<file path="src/rtl/i2c_config_sequencer.sv">
// Walks a register ROM of {slave, register, data} entries and issues one I2C write per entry,
// with NACK/timeout retries, end-of-table markers and hot-plug triggered restarts.
module i2c_config_sequencer #(
    parameter int NUM_REGS       = 32,
    parameter int DELAY_CYCLES   = 1000000,
    parameter int RETRY_LIMIT    = 3,
    parameter int TIMEOUT_CYCLES = 65535
) (
    input  logic        clock,
    input  logic        reset,
    input  logic        configStart,
    input  logic        hotPlugDetect,
    output logic [7:0]  romAddress,
    input  logic [23:0] romData,
    output logic        i2cStart,
    output logic [7:0]  i2cSlaveAddress,
    output logic [7:0]  i2cRegAddress,
    output logic [7:0]  i2cWriteData,
    input  logic        i2cBusy,
    input  logic        i2cDone,
    input  logic        i2cAckError,
    output logic        configBusy,
    output logic        configDone,
    output logic        configError,
    output logic [7:0]  errorIndex
);

    localparam int DW = $clog2(DELAY_CYCLES + 1);
    localparam int TW = $clog2(TIMEOUT_CYCLES + 1);
    localparam logic [DW-1:0] DLY_LAST = DW'(DELAY_CYCLES - 1);
    // Compare two below the limit so start-to-restart spacing equals TIMEOUT_CYCLES (ISSUE costs one cycle).
    localparam logic [TW-1:0] TMO_LAST = TW'(TIMEOUT_CYCLES - 2);
    localparam logic [7:0]    IDX_LAST = 8'(NUM_REGS - 1);
    localparam logic [3:0]    RTY_LIM  = 4'(RETRY_LIMIT);

    typedef enum logic [2:0] {
        IDLE, WAIT_DELAY, FETCH, LATCH, ISSUE, WAIT_DONE, DONE, FAIL
    } state_t;

    state_t        state_q;
    logic [DW-1:0] dly_q;
    logic [TW-1:0] tmo_q;
    logic [7:0]    idx_q;
    logic [3:0]    retry_q;
    logic          pending_q;
    logic          hpd_s1_q, hpd_s2_q, hpd_prev_q;
    logic [7:0]    romAddress_q, slave_q, reg_q, data_q, errorIndex_q;
    logic          start_q, busy_q, done_q, error_q;

    logic hpd_rise, trigger, tmo_hit, resolved, failed, restart;

    assign hpd_rise = hpd_s2_q & ~hpd_prev_q;
    assign trigger  = configStart | hpd_rise;
    assign tmo_hit  = (tmo_q == TMO_LAST);
    assign resolved = i2cDone | tmo_hit;
    assign failed   = i2cDone ? i2cAckError : tmo_hit;

    always_comb begin
        restart = 1'b0;
        case (state_q)
            IDLE, DONE, FAIL:               restart = trigger;
            WAIT_DELAY, FETCH, LATCH, ISSUE: restart = hpd_rise;
            WAIT_DONE:                      restart = resolved & (pending_q | hpd_rise);
            default:                        restart = 1'b0;
        endcase
    end

    always_ff @(posedge clock) begin
        if (reset) begin
            state_q      <= IDLE;
            dly_q        <= '0;
            tmo_q        <= '0;
            idx_q        <= '0;
            retry_q      <= '0;
            pending_q    <= 1'b0;
            hpd_s1_q     <= 1'b0;
            hpd_s2_q     <= 1'b0;
            hpd_prev_q   <= 1'b0;
            romAddress_q <= '0;
            slave_q      <= '0;
            reg_q        <= '0;
            data_q       <= '0;
            errorIndex_q <= '0;
            start_q      <= 1'b0;
            busy_q       <= 1'b0;
            done_q       <= 1'b0;
            error_q      <= 1'b0;
        end else begin
            hpd_s1_q   <= hotPlugDetect;
            hpd_s2_q   <= hpd_s1_q;
            hpd_prev_q <= hpd_s2_q;
            start_q    <= 1'b0;
            if (restart) begin
                state_q      <= WAIT_DELAY;
                dly_q        <= '0;
                idx_q        <= '0;
                retry_q      <= '0;
                pending_q    <= 1'b0;
                romAddress_q <= '0;
                busy_q       <= 1'b1;
                done_q       <= 1'b0;
                error_q      <= 1'b0;
            end else begin
                case (state_q)
                    WAIT_DELAY: begin
                        if (dly_q == DLY_LAST) begin
                            state_q      <= FETCH;
                            romAddress_q <= idx_q;
                        end else begin
                            dly_q <= dly_q + 1'b1;
                        end
                    end
                    FETCH: state_q <= LATCH;
                    LATCH: begin
                        if (romData == 24'hFFFFFF) begin
                            state_q <= DONE;
                            busy_q  <= 1'b0;
                            done_q  <= 1'b1;
                        end else begin
                            slave_q <= romData[23:16];
                            reg_q   <= romData[15:8];
                            data_q  <= romData[7:0];
                            state_q <= ISSUE;
                        end
                    end
                    ISSUE: begin
                        if (!i2cBusy) begin
                            start_q <= 1'b1;
                            tmo_q   <= '0;
                            state_q <= WAIT_DONE;
                        end
                    end
                    WAIT_DONE: begin
                        if (!resolved) begin
                            tmo_q <= tmo_q + 1'b1;
                            if (hpd_rise) pending_q <= 1'b1;
                        end else if (failed) begin
                            if (retry_q == RTY_LIM) begin
                                state_q      <= FAIL;
                                busy_q       <= 1'b0;
                                error_q      <= 1'b1;
                                errorIndex_q <= idx_q;
                            end else begin
                                retry_q <= retry_q + 1'b1;
                                state_q <= ISSUE;
                            end
                        end else begin
                            retry_q <= '0;
                            if (idx_q == IDX_LAST) begin
                                state_q <= DONE;
                                busy_q  <= 1'b0;
                                done_q  <= 1'b1;
                            end else begin
                                idx_q        <= idx_q + 8'd1;
                                romAddress_q <= idx_q + 8'd1;
                                state_q      <= FETCH;
                            end
                        end
                    end
                    default: ;
                endcase
            end
            // A disconnected sink can never be considered configured.
            if (!hpd_s2_q) done_q <= 1'b0;
        end
    end

    assign romAddress      = romAddress_q;
    assign i2cStart        = start_q;
    assign i2cSlaveAddress = slave_q;
    assign i2cRegAddress   = reg_q;
    assign i2cWriteData    = data_q;
    assign configBusy      = busy_q;
    assign configDone      = done_q;
    assign configError     = error_q;
    assign errorIndex      = errorIndex_q;

endmodule

</file>
<file path="config.mk">
export PLATFORM = sky130hd
export DESIGN_NAME = i2c_config_sequencer
export DESIGN_NICKNAME = d
export VERILOG_FILES = /design/src/rtl/i2c_config_sequencer.sv
export SDC_FILE = /design/constraint.sdc
export NUM_CORES = 1
export LEC_CHECK = 0
export ABC_AREA = 1
export BUFFER_PORTS_ARGS = -buffer_cell sky130_fd_sc_hd__buf_2
export CAP_MARGIN = 5
export CORE_MARGIN = 10
export CORE_UTILIZATION = 55
export DETAILED_ROUTE_END_ITERATION = 10
export PLACE_DENSITY = 0.76
export SLEW_MARGIN = 20
export SYNTH_ARGS = -nofsm -noshare
export SYNTH_HDL_FRONTEND = slang
export SYNTH_SLANG_ARGS = --single-unit
</file>
<file path="constraint.sdc">
create_clock -name clock -period 5.5 [get_ports clock]
set_clock_uncertainty 0.15 [all_clocks]
set_input_delay 1.1 -clock clock [delete_from_list [all_inputs] [get_ports clock]]
set_output_delay 1.1 -clock clock [all_outputs]
set_load 0.05 [all_outputs]
</file>
==> results of run 1 <==
cell type report:
| type | count | area, µm² |
|---|---|---|
| Fill cell | 890 | 3430 |
| Multi-Input combinational cell | 553 | 2900 |
| Sequential cell | 99 | 1980 |
| Timing Repair Buffer | 75 | 378 |
| Inverter | 60 | 233 |
| Tap cell | 129 | 161 |
| Clock buffer | 9 | 124 |
| Clock inverter | 7 | 77.6 |
power by group through the flow:
stage	clock network [mW]	logic, mW	registers (mW)
6_report	0.475	0.194	0.741
5_1_grt	0.517	0.215	0.743
4_1_cts	0.487	0.195	0.741
3_5_place_dp	0	0.195	0.757
3_3_place_gp	0	0.190	0.756
2_1_floorplan	0	0.126	0.790
worst min path at each step:
stage | end | slack, ns | cells after the start
after floorplan | hpd_s2_q | 0.24 | 2
after global placement | hpd_s2_q | 0.24 | 2
after detailed placement | hpd_s2_q | 0.25 | 2
after CTS | hpd_s2_q | 0.26 | 2
after global routing | hpd_s2_q | 0.28 | 2
final | hpd_s2_q | 0.26 | 2
worst reg2reg max path: cells and delay by family (launching register included):
kind / cells / cell delay, ns
AND/OR/NAND/NOR: 7 / 1.23
buffers and inverters: 3 / 0.53
flip-flops: 1 / 0.52
adder cells (fa/ha/maj): 1 / 0.22
AO/OA/AOI/OAI: 1 / 0.06
kinds of logic (layout without fill, tap and decap cells):
family | count (synthesis) | count (layout) | share of synthesized area (%)
AND/OR/NAND/NOR | 408 | 408 | 36.3
AO/OA/AOI/OAI | 108 | 108 | 12.1
flip-flops | 99 | 99 | 37.6
XOR/XNOR | 32 | 32 | 5.31
buffers and inverters | 85 | 151 | 7.62
adder cells (fa/ha/maj) | 5 | 5 | 1.19
sequential cells by signal, indices dropped and copies added (netlist names):
register         count
i2cSlaveAddress      8
hpd_s1_q             1
tmo_q               16
pending_q            1
i2cStart             1
dly_q               20
configBusy           1
retry_q              4
configError          1
hpd_prev_q           1
idx_q                8
romAddress           8
configDone           1
i2cRegAddress        8
state_q              3
hpd_s2_q             1
errorIndex           8
i2cWriteData         8
metrics by stage:
stage	hold WS [ns]	setup slack, ns	util [%]	power (mW)	area [µm²]
after floorplan	0.238	3.15	-	0.917	5270
after global placement	0.240	2.50	60.9	0.947	5650
after detailed placement	0.246	2.42	60.9	0.952	5650
after CTS	0.257	2.68	63.0	1.42	5850
after global routing	0.283	2.34	63.0	1.48	5850
final	0.257	2.68	63.0	1.41	5850
routing by layer:
layer	track usage, %	share of wire [%]
met1	20.6	45
met2	30.1	48
met3	5.13	6.0
met4	5.33	1.3
met5	0	0
layout by cell type, fill, tap and decap left out, drive strengths merged, types with 5 or more instances in the layout:
| cell type | instances |
|---|---|
| o21ai | 31 |
| ha | 5 |
| nor3 | 10 |
| nor2 | 125 |
| inv | 61 |
| clkbuf | 9 |
| buf | 75 |
| nand4 | 14 |
| dfxtp | 99 |
| nand3 | 55 |
| xnor2 | 6 |
| a21oi | 73 |
| nand2 | 195 |
| xor2 | 26 |
==> results.txt, run 1 <==
Worst-path clk slew: 0.10 ns
Worst Setup EP: dly_q[8]
Int Pwr: 0.990 mW
# diodes: 0
Mapped Cells: 737
Port bufs: 74
Die height: 118 µm
Vias in the first global route: 4761
WP data required: 5.59 ns
Clk sinks: 99
Post-synth top area cell: dfxtp_1
Fin crit period: 2.82 ns
Synth top cells by count: nand2_1 (186), nor2_1 (118), dfxtp_1 (99), a21oi_1 (53), inv_1 (53)
Critical path data arrival time: 2.91 ns
Async S/R FF share, synth: 0%
Peak per-stage delay on the critical path: 0.52 ns
DR iter-0 viols: 326
Vias/cell: 5.21
Hold wc startpoint: hpd_s1_q
CTS tree: built
R2r setup slk: 2.68 ns
Placed cells: 916
H-tree levels: 3
Synth Warn #: 0
Pin count of the biggest net entering global routing: 46
Syn_area_per_cell: 7.16 µm²
Clock power share: 33.7%
Pre-Repair DR Iteration Count: 5
Core ar.: 9280 µm²
GPL Wtd Cong: 0.905
Die area: 13900 µm²
Inserted Clock Buffers: 9
Detailed-route via count: 4852
Fin. max-slew vios: 0
Run status: complete, no violations
Buffers and inverters on the worst path: 3
Worst setup EP type: register
Initial antenna violation count: 0
Worst reg2reg startpoint: dly_q[0]
Critical path's slowest cell: dfxtp_1
Final setup viols: 0
Setup_tns: 0 ns
Post-synth cell types: 42
Post-CTS sizing: 0
Routed Antenna Nets: 0
Reg2Reg Depth: 12
Critical path cell sequence: ha_1, inv_1, nor2_1, inv_1, nor2_1, nand3_1, nand2_1, inv_1, nand2_1, nor2_1, nand2_1, a21oi_1
Initial Util: 56.8%
CTS max path bufs: 2
Cell family with most CP delay: simple AND/OR/NAND/NOR gates
Tcrit/Tclk final: 51.4%
Crit path max fanout: 20
Max-Cap Viols: 0
Final nets: 834
Number of cells on the critical path: 12
Net switching power: 0.420 mW
Slew margin rel.: 34.0%
Total grt overflow: 0
Worst-Margin Slew: 0.988 ns
Routed WL: 12.2 mm
Setup Buffers After CTS: 0
Top-count cell post-synth: nand2_1
Post-DP HPWL: 9.09 mm
Worst skew pair latency: 0.37 ns
Post-synth EDFFs: 0
Final Hold Vio Count: 0
Clock Root Buffer: clkbuf_8
Syn_nets: 773
PD cells: 241 nW/µm²
Register share of total power: 52.6%
Hold Buf Count CTS: 0
Startpoint types: register
Number of core rows: 35
Synthesized cell area: 5270 µm²
I/O pin total: 75
DR WL/cell: 13.1 µm
CP Launch Point: dly_q[0]
Post-route insts no fill: 932
Sw Ratio: 29.8%
Die X: 118 µm
Max VDD drop: 155 µV
Worst min path class: reg2reg
Dominant register cell in the synthesized netlist: dfxtp_1
R2r endpoint: dly_q[8]
Sequential share of the synthesized area: 37.6%
DRC: 0
Leak: 2.28 nW
Post-synthesis register bit count: 99
Yosys top cell area share: 37.6%
Global-route usage over all layers: 17.6%
First-pass GRT wire length: 21.4 mm
Unrepaired setup endpoints after global routing: false
Class of the most critical setup path: reg2reg
Fmax achieved: 0.354 GHz
Fraction of layout instances using a drive strength above 1: 19.9%
Ranking of synthesized cells by area: dfxtp_1 (38%), nand2_1 (13%), nor2_1 (8.4%)
Combinational Power Share: 13.7%
Area delta synth->final: 11.0%
(Power assumes the default switching activity.)
==> run 2: changes to the inputs <==
CORE_UTILIZATION = 52   (was 55)
PLACE_DENSITY = 0.75   (was 0.76)
clock period = 2.4 ns   (was 5.5 ns; I/O delays follow)
==> run 2 against run 1 <==
Compared with the run above:
- utilization fell by 2.4 points
- register-to-register slack worse by 2.4 ns
- non-clock buffer count increased by 13
- fmax rose by 32%
- critical path type unchanged
- highest routed layer unchanged
==> results.txt, run 2 (synthesis results as in run 1) <==
Setup ws final: 0.268 ns (-2.41 ns)
Routed Antenna Nets: 0 (unchanged)
Worst reg2reg startpoint: dly_q[1]
Routed WL: 12.8 mm (+4.8%)
Layout Utilization: 60.7% (-2.4 points)
Post-route insts no fill: 949 (+1.8%)
Vias in the first global route: 4902 (+3.0%)
Combinational Power Share: 15.0% (+1.3 points)
Most frequent cells in the layout: nand2_1 (186), nor2_1 (118), dfxtp_1 (98), buf_2 (74)
Area delta synth->final: 13.0%
Clk sinks: 99 (unchanged)
Worst-Margin Slew: 0.457 ns (-0.530 ns)
Number of core rows: 36 (+2.9%)
Fin. max-slew vios: 0 (unchanged)
Clock power share: 32.8% (-0.9 points)
Initial Util: 53.7% (-3.1 points)
Final Hold Vio Count: 0 (unchanged)
Placed cells: 931 (+1.6%)
Sw Ratio: 29.4% (-0.34 points)
Fin crit period: 2.13 ns (-0.693 ns)
Biggest regs: dly_q x20, tmo_q x16
Inserted Clock Buffers: 9 (unchanged)
WP data required: 2.55 ns (-3.04 ns)
Fin area: 5960 µm² (+1.8%)
R2r endpoint: romAddress[0]
Worst min path class: in2reg
Max VDD drop: 268 µV (+73%)
Die height: 121 µm (+2.4%)
CTS max path bufs: 2 (unchanged)
FILL cells: 965 (+8.4%)
Reg2Reg Depth: 12 (unchanged)
Clock Root Buffer: clkbuf_8
Class of the most critical setup path: reg2reg
Worst Setup EP: romAddress[0]
PD cells: 544 nW/µm² (+130%)
Crit path max fanout: 9 (-55%)
CTS tree: built
Critical path's slowest cell: dfxtp_1
Critical path cell sequence: ha_1, inv_1, nor2_1, inv_1, nor2_1, nand3_1, nand2_1, buf_4, nand3_2, inv_1, nor2_1, nor2_1
Tcrit/Tclk final: 88.8% (+37 points)
Startpoint types: register
Multi-input logic area: 2900 µm² (unchanged)
Slew margin rel.: 69.5% (+35 points)
Max-Cap Viols: 0 (unchanged)
Fraction of layout instances using a drive strength above 1: 21.2% (+1.3 points)
H-tree levels: 3 (unchanged)
Final setup viols: 0 (unchanged)
Register area: 1980 µm² (about the same)
Port bufs: 74 (unchanged)
CP Launch Point: dly_q[1]
Worst skew pair latency: 0.36 ns (about the same)
First-pass GRT wire length: 22.5 mm (+5.1%)
Run status: complete, no violations
Leak: 2.36 nW (+3.4%)
GPL Wtd Cong: 0.926 (+2.3%)
Final nets: 847 (+1.6%)
Place WS: 0.196 ns (-2.22 ns)
Pin count of the biggest net entering global routing: 33 (-28%)
Total grt overflow: 0 (unchanged)
Critical path data arrival time: 2.28 ns (-0.63 ns)
Biggest register: dly_q
Net switching power: 0.956 mW (+130%)
Worst-path clk slew: 0.10 ns (about the same)
Max reg flops: 20 (unchanged)
I/O pin total: 75 (unchanged)
Int Pwr: 2.29 mW (+130%)
Worst path most repeated cell: nor2_1
Placed Instance Area: 5750 µm² (+1.8%)
DRC: 0 (unchanged)
Hold Buf Count CTS: 0 (unchanged)
DR iter-0 viols: 292 (-10%)
Global-route usage over all layers: 17.9% (+0.38 points)
Core ar.: 9820 µm² (+5.8%)
Peak per-stage delay on the critical path: 0.39 ns (-0.13 ns)
Initial antenna violation count: 1 (+1)
DR WL/cell: 13.5 µm (+2.9%)
Worst setup EP type: register
Detailed-route via count: 4878 (+0.54%)
Vias/cell: 5.14 (-1.3%)
R2r setup slk: 0.27 ns (-2.41 ns)
Pre-Repair DR Iteration Count: 5 (unchanged)
Most common cell after layout, fill and taps aside: nand2_1
Setup_tns: 0 ns (unchanged)
Fmax achieved: 0.469 GHz (+32%)
Die area: 14600 µm² (+4.8%)
Post-DP HPWL: 9.63 mm (+6.0%)
Register share of total power: 52.2% (-0.4 points)
Unrepaired setup endpoints after global routing: false
Die X: 121 µm (+2.4%)
==> run 2: cell types whose count changed in the layout (fill, tap and decap cells not counted), sizes merged <==
cell,delta
clkinvlp,-3
buf,+13
clkinv,+1
diode,+1
inv,+1
==> run 2: per-layer routing <==
metal  share of wire, %  track usage, %  routed length (µm)
met1                 47            22.3                5960
met2                 47            29.9                5970
met3                5.9            5.17                 759
met4               0.84            4.37                 107
met5                  0               0                   0
==> run 2: stage by stage <==
step | hold WS (ns) | power, mW
5_1_grt | 0.203 | 3.40
4_1_cts | 0.187 | 3.25
3_5_place_dp | 0.258 | 2.21
3_3_place_gp | 0.248 | 2.20
2_1_floorplan | 0.238 | 2.10
6_report | 0.192 | 3.24
==> run 2: power by group through the flow <==
stage	registers [mW]	clock network [mW]	logic, mW
global placement	1.73	0	0.471
global route	1.70	1.16	0.536
floorplan	1.81	0	0.290
finish	1.69	1.06	0.488
CTS	1.69	1.08	0.483
detailed placement	1.73	0	0.482
==> run 2: critical path, delay by kind of cell, from the launching register on <==
family	cells	cell delay (ns)
buf+inv	4	0.54
flops	1	0.39
simple gates	7	0.82
fa+ha+maj	1	0.20
==> run 2: layout make-up <==
type	count	share of cell area (%)
flip-flops and latches	99	33.3
clock inverters	6	1.09
clock buffers	9	2.08
multi-input cells	553	48.6
well taps	133	2.79
inverters	60	3.91
repair buffers	88	8.19
diodes	1	0.0420
==> run 2: what timing repair did <==
item / in CTS / in global routing
resized for setup: 0 / 1
setup endpoints to repair: 0 / 3
setup buffers: 0 / 2
==> run 2: how the worst min path moves through the flow <==
stage                       start        to  slack [ns]  depth (start not counted)
detailed placement       hpd_s1_q  hpd_s2_q        0.26                          2
global placement         hpd_s1_q  hpd_s2_q        0.25                          2
CTS                 hotPlugDetect  hpd_s1_q        0.19                          3
floorplan                hpd_s1_q  hpd_s2_q        0.24                          2
finish              hotPlugDetect  hpd_s1_q        0.19                          3
global route        hotPlugDetect  hpd_s1_q        0.20                          3
==> run 3: changes to the inputs <==
==> constraint.sdc (replaced) <==
create_clock -name clock -period 2.4 [get_ports clock]
set_clock_uncertainty 0.15 [all_clocks]
set_input_delay 0.24 -clock clock [delete_from_list [all_inputs] [get_ports clock]]
set_output_delay 0.24 -clock clock [all_outputs]
set_load 0.05 [all_outputs]
==> run 3 against run 2 <==
Compared with the run above:
- clock power is 13% higher
- count of clock-buffer cells in the layout did not move
- via count up 3.2%
- final cell count is 2.5% higher
- sequential share of layout area fell by 1.6 points
- largest cell class unchanged
- combinational power grew 9.8%
- sequential cell count is the same
- worst setup slack got worse by 0.023 ns
- largest power group unchanged
- critical endpoint is now dly_q[14]
- global-route usage up 0.82 points
- critical path depth is the same
==> results.txt, run 3 (synthesis results as in run 1) <==
Port bufs: 74 (unchanged)
DR iter-0 viols: 340 (+16%)
Fmax achieved: 0.464 GHz (-1.1%)
Fin crit period: 2.15 ns (+0.0226 ns)
# diodes: 0 (-1)
PD cells: 549 nW/µm² (+0.79%)
Initial antenna violation count: 0 (-1)
Biggest regs: dly_q x20, tmo_q x16
Crit path max fanout: 8 (-1)
Final Hold Vio Count: 0 (unchanged)
Area delta synth->final: 18.5%
Class of the most critical setup path: reg2reg
Routed WL: 13.5 mm (+5.2%)
Inserted Clock Buffers: 9 (unchanged)
Final setup viols: 0 (unchanged)
First-pass GRT wire length: 22.8 mm (+1.5%)
Fin. max-slew vios: 0 (unchanged)
FILL cells: 938 (-2.8%)
Critical path data arrival time: 2.33 ns (+0.05 ns)
Die area: 14600 µm² (unchanged)
Clock Root Buffer: clkbuf_8
Die X: 121 µm (unchanged)
GPL Wtd Cong: 0.954 (+3.0%)
Initial Util: 53.7% (unchanged)
Leak: 2.47 nW (+4.7%)
Worst min path class: in2reg
Placed Instance Area: 5760 µm² (+0.22%)
Final nets: 871 (+2.8%)
Fraction of layout instances using a drive strength above 1: 20.5% (-0.75 points)
Most frequent cells in the layout: nand2_1 (186), nor2_1 (118), dfxtp_1 (99), buf_2 (74), a21oi_1 (53)
DR WL/cell: 13.8 µm (+2.6%)
Worst skew pair latency: 0.38 ns (+0.02 ns)
Startpoint types: register
Peak per-stage delay on the critical path: 0.39 ns (about the same)
Global-route usage over all layers: 18.8% (+0.82 points)
Vias in the first global route: 4917 (+0.31%)
Total grt overflow: 0 (unchanged)
Most common cell after layout, fill and taps aside: nand2_1
Biggest register: dly_q
Max-Cap Viols: 0 (unchanged)
Slew margin rel.: 61.0% (-8.5 points)
DRC: 0 (unchanged)
Buffers and inverters on the worst path: 4 (unchanged)
CTS max path bufs: 2 (unchanged)
I/O pin total: 75 (unchanged)
Max VDD drop: 479 µV (+79%)
H-tree levels: 3 (unchanged)
Core ar.: 9820 µm² (unchanged)
Run status: complete, no violations
Total power: 3.43 mW (+5.7%)
Unrepaired setup endpoints after global routing: false
Register area: 1980 µm² (about the same)
Routed Antenna Nets: 0 (unchanged)
WHS: 0.0436 ns (-0.149 ns)
Vias/cell: 5.17 (+0.63%)
CTS tree: built
Cell family with most CP delay: simple AND/OR/NAND/NOR gates
Worst-path clk slew: 0.10 ns (about the same)
Die height: 121 µm (unchanged)
Fin area: 6250 µm² (+4.9%)
Critical path's slowest cell: dfxtp_1
Max reg flops: 20 (unchanged)
Worst-Margin Slew: 0.586 ns (+0.128 ns)
Tcrit/Tclk final: 89.8% (+0.94 points)
Worst path most repeated cell: nor2_1
Detailed-route via count: 5033 (+3.2%)
Multi-input logic area: 2900 µm² (unchanged)
Worst setup EP type: register
Number of core rows: 36 (unchanged)
Critical path cell sequence: ha_1, inv_1, nor2_1, inv_1, nor2_1, nand3_1, nand2_1, inv_1, buf_4, nor2_1, a21oi_1, nor2_1
Post-DP HPWL: 9.45 mm (-1.9%)
Pin count of the biggest net entering global routing: 45 (+36%)
Setup_tns: 0 ns (unchanged)
WP data required: 2.57 ns (+0.02 ns)
Clk sinks: 99 (unchanged)
Pre-Repair DR Iteration Count: 5 (unchanged)
## run 3: cell types whose count changed in the layout (fill, tap and decap cells not counted), sizes merged
cell | before | now
clkinvlp | 1 | 2
dlygate4sd3 | 0 | 26
buf | 88 | 86
bufinv | 1 | 2
diode | 1 | 0
inv | 62 | 61
## run 3: worst min-delay path, stage by stage
cell	delay, ns
buf_2	0.11
nor2_4	0.08
o21a_1	0.11
## run 3: final timing paths
path                                from        end  slack, ns  cells past startpoint
worst max register to register  dly_q[1]  dly_q[14]       0.25                     12
worst min-delay path               reset  pending_q       0.04                      3
worst max-delay path            dly_q[1]  dly_q[14]       0.25                     12
worst min register to register  hpd_s1_q   hpd_s2_q       0.26                      2
## run 3: routing by layer
layer,track usage [%],part of all wire (%),routed length [µm]
met1,21.7,44,5980
met2,31.6,48,6420
met3,6.65,6.4,857
met4,6.18,1.5,204
met5,0,0,0
## run 3: per-stage QoR
step / setup slack (ns) / util, % / instances
after floorplan: 0.464 / - / 737
after global placement: 0.320 / 58.7 / 931
after detailed placement: 0.251 / 58.7 / 931
after CTS: 0.236 / 63.6 / 973
after global routing: 0.0306 / 63.6 / 973
final: 0.245 / 63.6 / 973
## run 3: final cells by class
type                       instances  share of cell area (%)
tap                              133                    2.66
timing repair buffer             112                    11.9
clock inverter                     7                    1.62
clock buffer                       9                    1.98
multi-input combinational        553                    46.4
sequential                        99                    31.7
inverter                          60                    3.72
## run 3: what timing repair did
item                       in CTS  in global routing
hold buffers                   26                  0
buffers inserted                0                  0
setup endpoints to repair       0                  1
gates resized for setup         0                  1
hold endpoints to repair       26                  0
## run 3: where the power goes
group / leakage (nW) / internal [mW] / total [mW] / switching [mW]
Combinational: 1.56 / 0.171 / 0.536 / 0.365
Clock: 0.106 / 0.594 / 1.20 / 0.607
Sequential: 0.799 / 1.67 / 1.69 / 0.0200
Total: 2.47 / 2.44 / 3.43 / 0.992
